`config.mk`:
```
export PLATFORM = sky130hd
export DESIGN_NAME = frame_serializer
export DESIGN_NICKNAME = d
export VERILOG_FILES = /design/src/rtl/frame_serializer.sv
export SDC_FILE = /design/constraint.sdc
export NUM_CORES = 1
export LEC_CHECK = 0
export BUFFER_PORTS_ARGS = -buffer_cell sky130_fd_sc_hd__clkbuf_2
export CAP_MARGIN = 20
export CORE_ASPECT_RATIO = 0.7
export CORE_MARGIN = 2
export CORE_UTILIZATION = 48
export DETAILED_ROUTE_END_ITERATION = 6
export GPL_TIMING_DRIVEN = 1
export MAX_ROUTING_LAYER = met4
export PLACE_DENSITY = 0.7
export SETUP_SLACK_MARGIN = 0.1
export SLEW_MARGIN = 20
export SYNTH_ARGS = -nofsm -noshare
export SYNTH_HDL_FRONTEND = slang
export SYNTH_SLANG_ARGS = --single-unit
export TNS_END_PERCENT = 5
```
`constraint.sdc`:
```
create_clock -name clk -period 1.94 [get_ports clk]
set_input_delay 0.388 -clock clk [delete_from_list [all_inputs] [get_ports clk]]
set_output_delay 0.388 -clock clk [all_outputs]
set_load 0.02 [all_outputs]
```
`src/rtl/frame_serializer.sv`:
```
// frame_serializer
//   Upstream pixel source for the crop/normalize path. It accepts burst words
//   of PIXELS_PER_BURST Mono8 pixels and emits one pixel per output handshake
//   in raster order. Each pixel carries its column/row coordinates, and the
//   frame's final pixel also carries tlast. The block offers ap-style frame
//   control, and ap_idle feeds downstream as seq_ap_idle.
//
// Ports
//   clk, reset        clock; asynchronous active-low reset (0 = in reset)
//   ap_start          start one frame; sampled only while ap_ready=1
//   ap_ready, ap_idle high while no frame is in progress
//   ap_done           one-cycle pulse the cycle after the tlast handshake
//   s_axis_*          input burst words; tdata[7:0] is the leftmost pixel
//   m_axis_*          output pixels with tlast on the last pixel of the frame
//   cnt_col, cnt_row  coordinates of the pixel currently on m_axis_tdata
module frame_serializer #(
   parameter int IN_ROWS          = 20,
   parameter int IN_COLS          = 20,
   parameter int PIXELS_PER_BURST = 4
) (
   input  logic                                          clk,
   input  logic                                          reset,
   input  logic                                          ap_start,
   output logic                                          ap_ready,
   output logic                                          ap_idle,
   output logic                                          ap_done,
   input  logic                                          s_axis_tvalid,
   output logic                                          s_axis_tready,
   input  logic [8*PIXELS_PER_BURST-1:0]                 s_axis_tdata,
   output logic                                          m_axis_tvalid,
   input  logic                                          m_axis_tready,
   output logic [7:0]                                    m_axis_tdata,
   output logic                                          m_axis_tlast,
   output logic [((IN_COLS > 1) ? $clog2(IN_COLS) : 1)-1:0] cnt_col,
   output logic [((IN_ROWS > 1) ? $clog2(IN_ROWS) : 1)-1:0] cnt_row
);

   localparam int CW = (IN_COLS > 1) ? $clog2(IN_COLS) : 1;
   localparam int RW = (IN_ROWS > 1) ? $clog2(IN_ROWS) : 1;
   localparam int LW = (PIXELS_PER_BURST > 1) ? $clog2(PIXELS_PER_BURST) : 1;
   localparam int DW = 8 * PIXELS_PER_BURST;

   typedef enum logic [1:0] {
      ST_IDLE = 2'd0,
      ST_FILL = 2'd1,
      ST_EMIT = 2'd2
   } state_t;

   state_t          state_q, state_d;
   logic [DW-1:0]   word_q,  word_d;
   logic [LW-1:0]   lane_q,  lane_d;
   logic [CW-1:0]   col_q,   col_d;
   logic [RW-1:0]   row_q,   row_d;
   logic            done_q,  done_d;

   logic            lane_last_s;
   logic            col_last_s;
   logic            row_last_s;
   logic            tlast_s;
   logic            s_ready_s;
   logic            m_hs_s;

   // Position decodes and the input-ready decision for the current cycle.
   always_comb begin
      lane_last_s = (lane_q == LW'(PIXELS_PER_BURST - 1));
      col_last_s  = (col_q  == CW'(IN_COLS - 1));
      row_last_s  = (row_q  == RW'(IN_ROWS - 1));
      tlast_s     = (state_q == ST_EMIT) && col_last_s && row_last_s;
      m_hs_s      = (state_q == ST_EMIT) && m_axis_tready;
      // A new word is taken while emitting only when the last lane leaves on
      // this same cycle, which keeps the output at one pixel per cycle.
      if (state_q == ST_FILL) begin
         s_ready_s = 1'b1;
      end else if (state_q == ST_EMIT) begin
         s_ready_s = lane_last_s && m_axis_tready && !tlast_s;
      end else begin
         s_ready_s = 1'b0;
      end
   end

   // Next-state logic for the frame FSM, shift register and coordinates.
   always_comb begin
      state_d = state_q;
      word_d  = word_q;
      lane_d  = lane_q;
      col_d   = col_q;
      row_d   = row_q;
      done_d  = 1'b0;
      case (state_q)
         ST_IDLE: begin
            if (ap_start) begin
               state_d = ST_FILL;
               col_d   = '0;
               row_d   = '0;
               lane_d  = '0;
            end else begin
               state_d = ST_IDLE;
            end
         end
         ST_FILL: begin
            if (s_axis_tvalid) begin
               word_d  = s_axis_tdata;
               lane_d  = '0;
               state_d = ST_EMIT;
            end else begin
               state_d = ST_FILL;
            end
         end
         ST_EMIT: begin
            if (m_hs_s) begin
               // Lane 0 always sits in the low byte; shift the next pixel down.
               word_d = word_q >> 4'd8;
               lane_d = lane_q + 1'b1;
               if (col_last_s) begin
                  col_d = '0;
                  row_d = row_last_s ? '0 : row_q + 1'b1;
               end else begin
                  col_d = col_q + 1'b1;
               end
               if (tlast_s) begin
                  state_d = ST_IDLE;
                  lane_d  = '0;
                  done_d  = 1'b1;
               end else if (lane_last_s) begin
                  if (s_axis_tvalid) begin
                     word_d = s_axis_tdata;
                     lane_d = '0;
                  end else begin
                     lane_d  = '0;
                     state_d = ST_FILL;
                  end
               end else begin
                  state_d = ST_EMIT;
               end
            end else begin
               state_d = ST_EMIT;
            end
         end
         default: begin
            state_d = ST_IDLE;
            lane_d  = '0;
            col_d   = '0;
            row_d   = '0;
         end
      endcase
   end

   // State registers; a mid-frame reset discards any partially emitted word.
   always_ff @(posedge clk or negedge reset) begin
      if (!reset) begin
         state_q <= ST_IDLE;
         word_q  <= '0;
         lane_q  <= '0;
         col_q   <= '0;
         row_q   <= '0;
         done_q  <= 1'b0;
      end else begin
         state_q <= state_d;
         word_q  <= word_d;
         lane_q  <= lane_d;
         col_q   <= col_d;
         row_q   <= row_d;
         done_q  <= done_d;
      end
   end

   assign ap_ready      = (state_q == ST_IDLE);
   assign ap_idle       = (state_q == ST_IDLE);
   assign ap_done       = done_q;
   assign s_axis_tready = s_ready_s;
   assign m_axis_tvalid = (state_q == ST_EMIT);
   assign m_axis_tdata  = (state_q == ST_EMIT) ? word_q[7:0] : 8'h00;
   assign m_axis_tlast  = tlast_s;
   assign cnt_col       = col_q;
   assign cnt_row       = row_q;

endmodule

```
Yosys cells after proc, flatten, opt, wreduce, memory -nomap -nowiden
Cells that the tools add are included.
{"block": "op_classes", "add_sub_neg": 3, "n_eq_ne": 10, "muxes": 33, "bitwise_logic": 1, "n_reduce_logical": 12}
{"op": "2-to-1 mux 32 bit", "count": 5}
{"op": "case mux 32 bit (2 select lines)", "count": 1}
{"op": "2-to-1 mux 5 bit", "count": 6}
{"op": "case mux 5 bit (3 select lines)", "count": 2}
{"op": "2-to-1 mux 2 bit", "count": 10}
{"op": "case mux 2 bit (3 select lines)", "count": 2}
{"op": "adder 5 x 1 -> 5 bit, second input constant", "count": 2}
{"op": "== test 5 bit, second input constant", "count": 2}
{"op": "AND reduction 3 bit", "count": 3}
{"op": "2-to-1 mux 8 bit", "count": 1}
{"op": "2-to-1 mux 1 bit", "count": 6}
{"op": "logical AND 1 bit", "count": 5}
{"op": "!= test 5 bit, second input constant", "count": 1}
{"op": "== test 2 bit, second input constant", "count": 2}
{"op": "!= test 2 x 1 -> 1 bit, second input constant", "count": 2}
{"op": "!= test 2 bit, second input constant", "count": 2}
{"op": "AND reduction 4 bit", "count": 1}
{"op": "adder 2 x 1 -> 2 bit, second input constant", "count": 1}
{"op": "== test 2 x 1 -> 1 bit, second input constant", "count": 1}
{"op": "zero test 2 bit", "count": 1}
{"op": "nonzero test 2 bit", "count": 1}
{"op": "zero test 1 bit", "count": 1}
{"op": "NOT 1 bit", "count": 1}
{"block": "word_totals", "regBits": 47, "inputBits": 37, "word_cells": 65}

Logic depth before layout (Yosys ltp)
Gate-level depths: netlist of run 1.
{"block": "logic_depth", "depth_word": 7, "ltp_mapped": 7, "mapped_depth_nobuf": 5}

Worst setup path before layout of run 1
OpenSTA, ideal clock, no wires.
{"block": "synth_timing", "kind": "register to output", "from": "register state_q[0]", "to": "output port m_axis_tdata[0]", "arrival_ns": 1.456, "t_required_ns": 1.552, "path_slack_ns": 0.096, "path_stages_with_launch": 6, "path_buffers": 2, "path_cell_list": "dfrtp_1 nand2b_1 buf_4 inv_2 clkbuf_1 and2_1"}
{"block": "synth_between", "elab_chain_len": 2}
{"element": "start, declared", "line_no": "49", "text": "state_t state_q, state_d;"}
{"element": "start signal, assigned", "line_no": "158", "text": "state_q <= state_d;"}
{"element": "== test 2 bit"}
{"element": "named net m_axis_tvalid", "line_no": "30", "text": "output logic m_axis_tvalid,"}
{"element": "2-to-1 mux 8 bit", "line_no": "172", "text": "assign m_axis_tdata = (state_q == ST_EMIT) ? word_q[7:0] : 8'h00;"}
{"element": "end, declared", "line_no": "32", "text": "output logic [7:0] m_axis_tdata,"}
The timed path passes the listed nets, and every way through them passes these cells.

Worst setup path after layout of run 1
{"block": "layout_timing", "from": "register col_q[1], in the netlist cnt_col[1]", "to": "output port s_axis_tready"}
{"block": "layout_between", "elab_chain_len": 7}
{"element": "start, declared", "line_no": "52", "text": "logic [CW-1:0] col_q, col_d;"}
{"element": "start signal, assigned", "line_no": "161", "text": "col_q <= col_d;"}
{"element": "== test 5 bit", "line_no": "66", "text": "col_last_s = (col_q == CW'(IN_COLS - 1));"}
{"element": "logical AND 1 bit (2 in a row)", "line_no": "68", "text": "tlast_s = (state_q == ST_EMIT) && col_last_s && row_last_s;"}
{"element": "zero test 1 bit", "line_no": "75", "text": "s_ready_s = lane_last_s && m_axis_tready && !tlast_s;"}
{"element": "logical AND 1 bit", "line_no": "75"}
{"element": "2-to-1 mux 1 bit", "line_no": "74", "text": "end else if (state_q == ST_EMIT) begin"}
{"element": "2-to-1 mux 1 bit", "line_no": "72", "text": "if (state_q == ST_FILL) begin"}
{"element": "end, declared", "line_no": "28", "text": "output logic s_axis_tready,"}
No other way between the ends.

==> metrics.cfg, run 1 <==
[run_status]
outcome=completed

[flow_run]
cap_violations=0

[min_path]
hp-class=input port to asynchronous set/reset pin

[floorplanning]
dieArea_sq_um=5720
std_cell_rows=21
pin_count=61
fp.dieW_um=89.54
design.core.area_sq_um=4861
start_util_pct=50.58
dieHeight_um=63.88

[place]
io_buffer_count=60
hpwl_mm=3.915
gp_congestion=0.8252
preCtsSetupSlack_ps=75.48
dpl.cell_count=398

[final_layout]
utilization_pct=64.76
nets=385
fin_cells=415
fillers=412
drive_above_1_share_pct=32.95
multi_input_area_sq_um=1221
regArea_sq_um=1176
area_growth_pct=28.04
antenna_cells=0

[cts]
worstSkewPairLatency_ps=300
cts_tree=done
cts_root_buf=clkbuf_8
h-tree-depth=2
cts_hold_buf=0
cts_max_path_buffers=2
clk_pin_slew_ps=90
clock_sinks=47
numCtsBuffers=5

[global_route]
track_usage_pct=22.36
antenna_found_initial=0
grt_start_max_net_pins=48
grt_pass1_wl_mm=9.804
grt_pass1_vias=2077
grt-ovfl-total=0

[sta]
maxSlewHeadroom_pct=43.95
rsz0062_at_grt=yes
drv_slew=0
finalCritPeriodShare_pct=99.66
setup_tns_ps=0
whs_ps=160.6
final.setup.worst_slack_ps=6.615
hold_viol=0
fmaxAchievable_mhz=517.2
period_minus_slack_ps=1933
setup_viol=0
worst_slew_pin_slew_ps=840.7
clock_skew_ps=5.828

[synthesis]
synth.most_common_cell=dfrtp_1
synth_top_area_share_pct=47.84
synth_ff_type=dfrtp_1
avgSynthCellArea_sq_um=9.039
netlist_instances=272
synth.cell_area_sq_um=2459
synthArstFlopShare_pct=100.0
synth_common_cells=dfrtp_1, nor2_1, a21oi_1
ys_ff_latch=47
seq_area_frac_synth_pct=47.84
synth_area_leaders=dfrtp_1, a31oi_1, a21oi_1
synth_top_area_cell=dfrtp_1
synth_edf_count=0
synth_fp_nets=312
ys_warn_count=0
ys_types=41

[pwr]
ir_drop_v=0.0007832
power-per-cell-area_nw_per_um2=1585
p_leak_nw=1.475

[critical_path]
rr_startpoint=cnt_row[0]
path_max_fanout=6
r2r-end=word_q[11]
cp.required_ps=1550
r2r_cells=7
critPathCaptureType=primary output
crit_type=flop to primary output
r2r_slack_ps=70
startpoint_type=flop
worstPathArrival_ps=1550

[routing]
dr_total_vias=2327
vias_per_cell=5.607
finalWirelength_mm=6.033
drtIter0Drc=102
drtAntennaViolNets=0
firstDrtPassIters=4
drcViolationCount=0
avgRoutedWirePerCell_um=14.54

[registers in the layout, indices dropped and copies added, names as in the netlist]
name     cells
cnt_row      5
cnt_col      5
lane_q       2
state_q      2
ap_done      1
word_q      32
[layer usage]
layer	up-vias	wire length [um]	global-route usage (%)	share of wire [%]
met2	95	2533	30.06	42
met1	1100	2938	34.00	49
li1	1122	-	-	-
met3	10	492	4.910	8.2
met5	-	0	-	0
met4	0	69	5.970	1.1
[cells by family (layout without fill, tap and decap cells)]
group                      after synthesis  after routing  share of synthesized area (%)
AOI/OAI and AO/OA                      110            110                          27.68
DFF                                     47             47                          47.84
and+or+nand+nor                         84             84                          16.54
muxes                                    1              1                         0.4580
xor gates and xnor gates                 3              3                          1.069
adders and majority gates                3              3                          1.527
buffers and inverters                   24             98                          4.885
[power by group]
part           internal (W)  switching (W)
clock              0.000417       0.000325
sequential          0.00138       0.000221
combinational       0.00105        0.00160
[critical path: stages (launching register included)]
cell	delay, ps
dfrtp_1	370
ha_2	190
and4bb_2	280
nand2_4	80
a41o_1	190
clkbuf_8	150
[final cells by class]
class | instances | area share (%)
Timing Repair Buffer | 85 | 16.69
Tap cell | 69 | 2.742
Inverter | 5 | 0.6757
Multi-Input combinational cell | 201 | 38.79
Clock buffer | 6 | 2.623
Clock inverter | 2 | 1.113
Sequential cell | 47 | 37.36
[timing repair]
item / in CTS / in global routing
gates resized for setup: 6 / 20
buffers inserted: 6 / 3
setup endpoints to repair: 11 / 39
endpoints found under the hold margin: 0 / 0
pin swaps: 4 / 30
[cell usage in the layout, fill, tap and decap left out, types with 4 or more instances in the layout]
cell,n
clkbuf_2,57
dfrtp_1,47
nor2_1,34
a21oi_1,27
buf_4,23
a31oi_1,22
o21ai_0,22
nand2_1,21
o21ai_1,18
and2_1,8
clkbuf_8,7
inv_1,4
[through the flow]
step / instance area, sq um / total power [W]
global placement: 2877 / 0.004010
CTS: 3060 / 0.004861
floorplan: 2460 / 0.003389
global route: 3148 / 0.005386
finish: 3148 / 0.004991
detailed placement: 2877 / 0.004060
[worst max-delay path by stage]
stage | start | to | slack (ps) | depth (start not counted)
finish | cnt_col[1] | s_axis_tready | 7 | 5
global route | cnt_col[1] | s_axis_tready | -90 | 5
CTS | cnt_row[0] | s_axis_tready | 0.2 | 5
detailed placement | cnt_col[1] | s_axis_tready | 80 | 5
global placement | cnt_col[1] | s_axis_tready | 120 | 5
floorplan | cnt_col[0] | s_axis_tready | 100 | 4
Power figures use the tool's default switching activity.
==> run 2, diff against run 1 <==
CORE_UTILIZATION = 45   (was 48)
PLACE_DENSITY = 0.66   (was 0.7)
==> run 2 against run 1 <==
The run now ends with negative setup slack left. Setup slack lost 24 ps. Clock-buffer cell count did not move. Combinational power is 3% higher. First-iteration DRC count is 2.9% lower. Via count fell by 0.34%. Cell area increased by 0.60%. Global-route usage down 0.12 points. Power up 2.0%. Sequential share of layout area down 0.18 points. Clock power up 2%. Core utilization is 4.5 points lower. Critical path type unchanged. Critical endpoint unchanged.
==> metrics.cfg, run 2 (synthesis results as in run 1) <==
[min_path]
hp-class=input port to asynchronous set/reset pin

[run_status]
outcome=complete, but fails checks
violations=negative setup slack

[sta]
fmaxAchievable_mhz=510.8  ; -1.2%
finalCritPeriodShare_pct=100.9  ; +1.2 points
drv_slew=0  ; unchanged
clock_skew_ps=7.980  ; +2.151 ps
setup_tns_ps=-17.63  ; -17.63 ps
period_minus_slack_ps=1958  ; +24.25 ps
whs_ps=155.0  ; -5.630 ps
setup_viol=1  ; +1
hold_viol=0  ; unchanged
maxSlewHeadroom_pct=48.73  ; +4.8 points
rsz0062_at_grt=yes
final.setup.worst_slack_ps=-17.63  ; -24.25 ps
worst_slew_pin_slew_ps=769.0  ; -71.73 ps

[routing]
drtAntennaViolNets=0  ; unchanged
dr_total_vias=2319  ; -0.34%
finalWirelength_mm=6.366  ; +5.5%
firstDrtPassIters=4  ; unchanged
drtIter0Drc=99  ; -2.9%
drcViolationCount=0  ; unchanged
avgRoutedWirePerCell_um=15.05  ; +3.5%
vias_per_cell=5.482  ; -2.2%

[final_layout]
area_growth_pct=28.80
nets=390  ; +1.3%
fin_area_sq_um=3167  ; +0.60%
fillers=461  ; +12%
final_common_cell=clkbuf_2
drive_above_1_share_pct=33.33  ; +0.39 points
utilization_pct=60.23  ; -4.5 points
regMostFlops=word_q
antenna_cells=0  ; unchanged
layout_common_cells=clkbuf_2, dfrtp_1, nor2_1
fin_cells=423  ; +1.9%
largest_reg_flops=32  ; unchanged

[floorplanning]
pin_count=61  ; unchanged
dieHeight_um=65.84  ; +3.1%
start_util_pct=46.76  ; -3.8 points
fp.dieW_um=92.35  ; +3.1%
design.core.area_sq_um=5258  ; +8.2%
dieArea_sq_um=6080  ; +6.3%
std_cell_rows=22  ; +4.8%

[global_route]
grt_start_max_net_pins=48  ; unchanged
grt-ovfl-total=0  ; unchanged
grt_pass1_vias=2173  ; +4.6%
track_usage_pct=22.24  ; -0.12 points
antenna_found_initial=0  ; unchanged
grt_pass1_wl_mm=10.36  ; +5.6%

[critical_path]
r2r-end=word_q[1]
cp.required_ps=1550  ; about the same
r2r_cells=6  ; -1
path_max_fanout=3  ; -3
rr_startpoint=cnt_row[1]
critPathCaptureType=primary output
startpoint_type=flop
crit_type=flop to primary output
r2r_slack_ps=170  ; +100 ps
crit_path_start=cnt_row[1]
worstPathArrival_ps=1570  ; +20 ps

[cts]
clk_pin_slew_ps=90  ; about the same
cts_hold_buf=0  ; unchanged
cts_root_buf=clkbuf_8
h-tree-depth=2  ; unchanged
clock_sinks=47  ; unchanged
numCtsBuffers=5  ; unchanged
cts_max_path_buffers=2  ; unchanged
cts_tree=done
worstSkewPairLatency_ps=310  ; about the same

[pwr]
ir_drop_v=0.0009445  ; +21%
power-per-cell-area_nw_per_um2=1607  ; +1.4%
p_leak_nw=1.475  ; about the same

[flow_run]
cap_violations=0  ; unchanged

[place]
dpl_cell_area_sq_um=2873  ; -0.13%
dpl.cell_count=400  ; +0.50%
gp_congestion=0.9145  ; +11%
hpwl_mm=4.033  ; +3.0%
io_buffer_count=60  ; unchanged

run 2: worst max-delay path by stage:
stage / slack (ps) / cells after the start / to
6_report: -20 / 5 / s_axis_tready
5_1_grt: -60 / 5 / s_axis_tready
3_3_place_gp: 150 / 5 / s_axis_tready
2_1_floorplan: 100 / 4 / s_axis_tready
3_5_place_dp: 100 / 6 / word_q[27]
4_1_cts: -0.6 / 5 / s_axis_tready
run 2: what timing repair did:
item / in CTS / in global routing
setup endpoints to repair: 20 / 43
pin swaps: 2 / 1
buffers inserted: 10 / 4
gates cloned: 0 / 1
resized for setup: 8 / 17
run 2: power by group:
part	internal [W]	switching, W	total [W]
logic	0.00112	0.00160	0.00272
clock network	0.000417	0.000340	0.000757
registers	0.00138	0.000227	0.00161
run 2: area by class of cell:
cell class	count	area (sq um)	area share, %
clock inverters	2	35.03	1.106
well taps	72	90.09	2.845
flip-flops and latches	47	1177	37.18
multi-input cells	202	1201	37.93
repair buffers	89	559.3	17.66
clock buffers	6	82.58	2.608
inverters	5	21.27	0.6717
run 2: stage by stage:
step,setup slack (ps),power [W]
after floorplan,104.1,0.003389
after global placement,147.5,0.003973
after detailed placement,95.92,0.004010
after CTS,-0.6454,0.004923
after global routing,-64.81,0.005494
final,-17.63,0.005089
run 2: critical path: stages (launching register included):
cell and delay, ps:
dfrtp_1 380, ha_2 180, and4bb_2 280, nand2_2 80, a41o_1 190, clkbuf_8 150
run 2: layer usage:
layer | global-route usage (%) | part of all wire [%]
met5 | - | 0
met3 | 4.789 | 8.0
met4 | 6.716 | 1.1
met2 | 30.75 | 41
met1 | 32.77 | 49
==> run 3, diff against run 2 <==
REMOVE_ABC_BUFFERS = 1   (was unset)
SKIP_CTS_REPAIR_TIMING = 1   (was unset)
==> run 3 against run 2 <==
The run still ends with negative setup slack left. Power fell by 4.2%. Sequential power barely moved. Critical path depth unchanged. Global-route usage shrank 1.3 points. Core utilization shrank 1.4 points. Register-to-register slack worse by 90 ps. Die area unchanged. Clock skew rose by 1.4 ps. Via count is 5.4% lower. Routed wire length decreased by 7.7%. Critical path type unchanged. Largest power group unchanged.
==> metrics.cfg, run 3 (synthesis results as in run 1) <==
[floorplanning]
design.core.area_sq_um=5258  ; unchanged
dieArea_sq_um=6080  ; unchanged
start_util_pct=46.76  ; unchanged
std_cell_rows=22  ; unchanged
fp.dieW_um=92.35  ; unchanged
dieHeight_um=65.84  ; unchanged
pin_count=61  ; unchanged

[routing]
drtIter0Drc=165  ; +67%
vias_per_cell=5.310  ; -3.1%
dr_total_vias=2193  ; -5.4%
drtAntennaViolNets=0  ; unchanged
finalWirelength_mm=5.878  ; -7.7%
avgRoutedWirePerCell_um=14.23  ; -5.4%
drcViolationCount=0  ; unchanged
firstDrtPassIters=4  ; unchanged

[place]
gp_congestion=0.8142  ; -11%
dpl_cell_area_sq_um=2880  ; +0.26%
hpwl_mm=3.861  ; -4.3%
io_buffer_count=60  ; unchanged

[critical_path]
r2r_slack_ps=80  ; -90 ps
crit_type=flop to primary output
critPathCaptureType=primary output
startpoint_type=flop
r2r_cells=7  ; +1
path_max_fanout=5  ; +2
cp.required_ps=1550  ; about the same
worstPathArrival_ps=1700  ; +130 ps

[run_status]
violations=negative setup slack
outcome=complete, but fails checks

[sta]
clock_skew_ps=9.424  ; +1.444 ps
worst_slew_pin_slew_ps=824.9  ; +55.89 ps
maxSlewHeadroom_pct=45.01  ; -3.7 points
fmaxAchievable_mhz=479.6  ; -6.1%
rsz0062_at_grt=yes
hold_viol=0  ; unchanged
drv_slew=0  ; unchanged
period_minus_slack_ps=2085  ; +127.4 ps
setup_viol=2  ; +1
finalCritPeriodShare_pct=107.5  ; +6.6 points
final.setup.worst_slack_ps=-145.0  ; -127.4 ps

[final_layout]
multi_input_area_sq_um=1204  ; +0.21%
drive_above_1_share_pct=31.67  ; -1.7 points
regArea_sq_um=1179  ; +0.11%
nets=380  ; -2.6%
largest_reg_flops=32  ; unchanged
antenna_cells=0  ; unchanged
regMostFlops=word_q
layout_common_cells=clkbuf_2, dfrtp_1, nor2_1
fillers=494  ; +7.2%
utilization_pct=58.85  ; -1.4 points
final_common_cell=clkbuf_2
fin_area_sq_um=3094  ; -2.3%
area_growth_pct=25.85

[global_route]
grt-ovfl-total=0  ; unchanged
grt_pass1_vias=2047  ; -5.8%
track_usage_pct=20.93  ; -1.3 points
grt_pass1_wl_mm=9.687  ; -6.5%
grt_start_max_net_pins=48  ; unchanged
antenna_found_initial=0  ; unchanged

[pwr]
total_power_w=0.004874  ; -4.2%
power-per-cell-area_nw_per_um2=1575  ; -2.0%
ir_drop_v=0.0008693  ; -8.0%
p_leak_nw=1.430  ; -3.0%

[cts]
cts_max_path_buffers=2  ; unchanged
cts_root_buf=clkbuf_8
worstSkewPairLatency_ps=310  ; about the same
clock_sinks=47  ; unchanged
h-tree-depth=2  ; unchanged
numCtsBuffers=5  ; unchanged
clk_pin_slew_ps=100  ; about the same
cts_tree=done

[flow_run]
cap_violations=0  ; unchanged

[min_path]
hp-class=input port to asynchronous set/reset pin

## run 3: cell count changes in the layout (fill, tap and decap cells not counted), sizes merged
cell      delta
clkbuf       -5
buf          -5
clkinvlp     +2
bufinv       -1
clkinv       -1
inv          +1
a22oi        -1
## run 3: final timing paths
check,to,startpoint
max in group asynchronous,state_q[0],reset
max reg2reg,word_q[10],cnt_col[0]
min in group clk,word_q[24],s_axis_tdata[24]
min reg2reg,word_q[27],word_q[27]
min,cnt_row[1],reset
max,s_axis_tready,cnt_row[0]
## run 3: routing by layer
layer | wire, um | track usage, % | vias to the layer above
met5 | 0 | - | -
met4 | 74 | 7.276 | 0
met3 | 317 | 3.421 | 7
met2 | 2597 | 31.48 | 66
met1 | 2888 | 29.13 | 1011
li1 | - | - | 1109
## run 3: layout make-up
type                            count  area share (%)
Clock buffer                        5           2.224
Tap cell                           72           2.911
Multi-Input combinational cell    201           38.90
Clock inverter                      3          0.7683
Inverter                            5          0.8492
Sequential cell                    47           38.09
Timing Repair Buffer               80           16.26
## run 3: critical path, stage by stage, from the launching register on
cell,delay (ps)
dfrtp_1,420
ha_2,210
and4bb_2,320
nand2_4,80
a41o_1,210
buf_6,140
## run 3: metrics by stage
step           setup WS [ps]  setup TNS (ps)  cells  hold WS, ps
6_report              -145.0          -211.1    413        146.6
5_1_grt               -219.5          -547.0    413        201.4
4_1_cts               -298.0           -1396    409        175.5
3_5_place_dp           70.35               0    401        476.8
3_3_place_gp           126.1               0    401        468.7
2_1_floorplan         -545.5          -20670    253        92.41
## run 3: power breakdown
| group | internal [W] | switching, W | total (W) |
|---|---|---|---|
| Combinational | 0.00108 | 0.00154 | 0.00262 |
| Clock | 0.000258 | 0.000373 | 0.000631 |
| Sequential | 0.00138 | 0.000241 | 0.00163 |
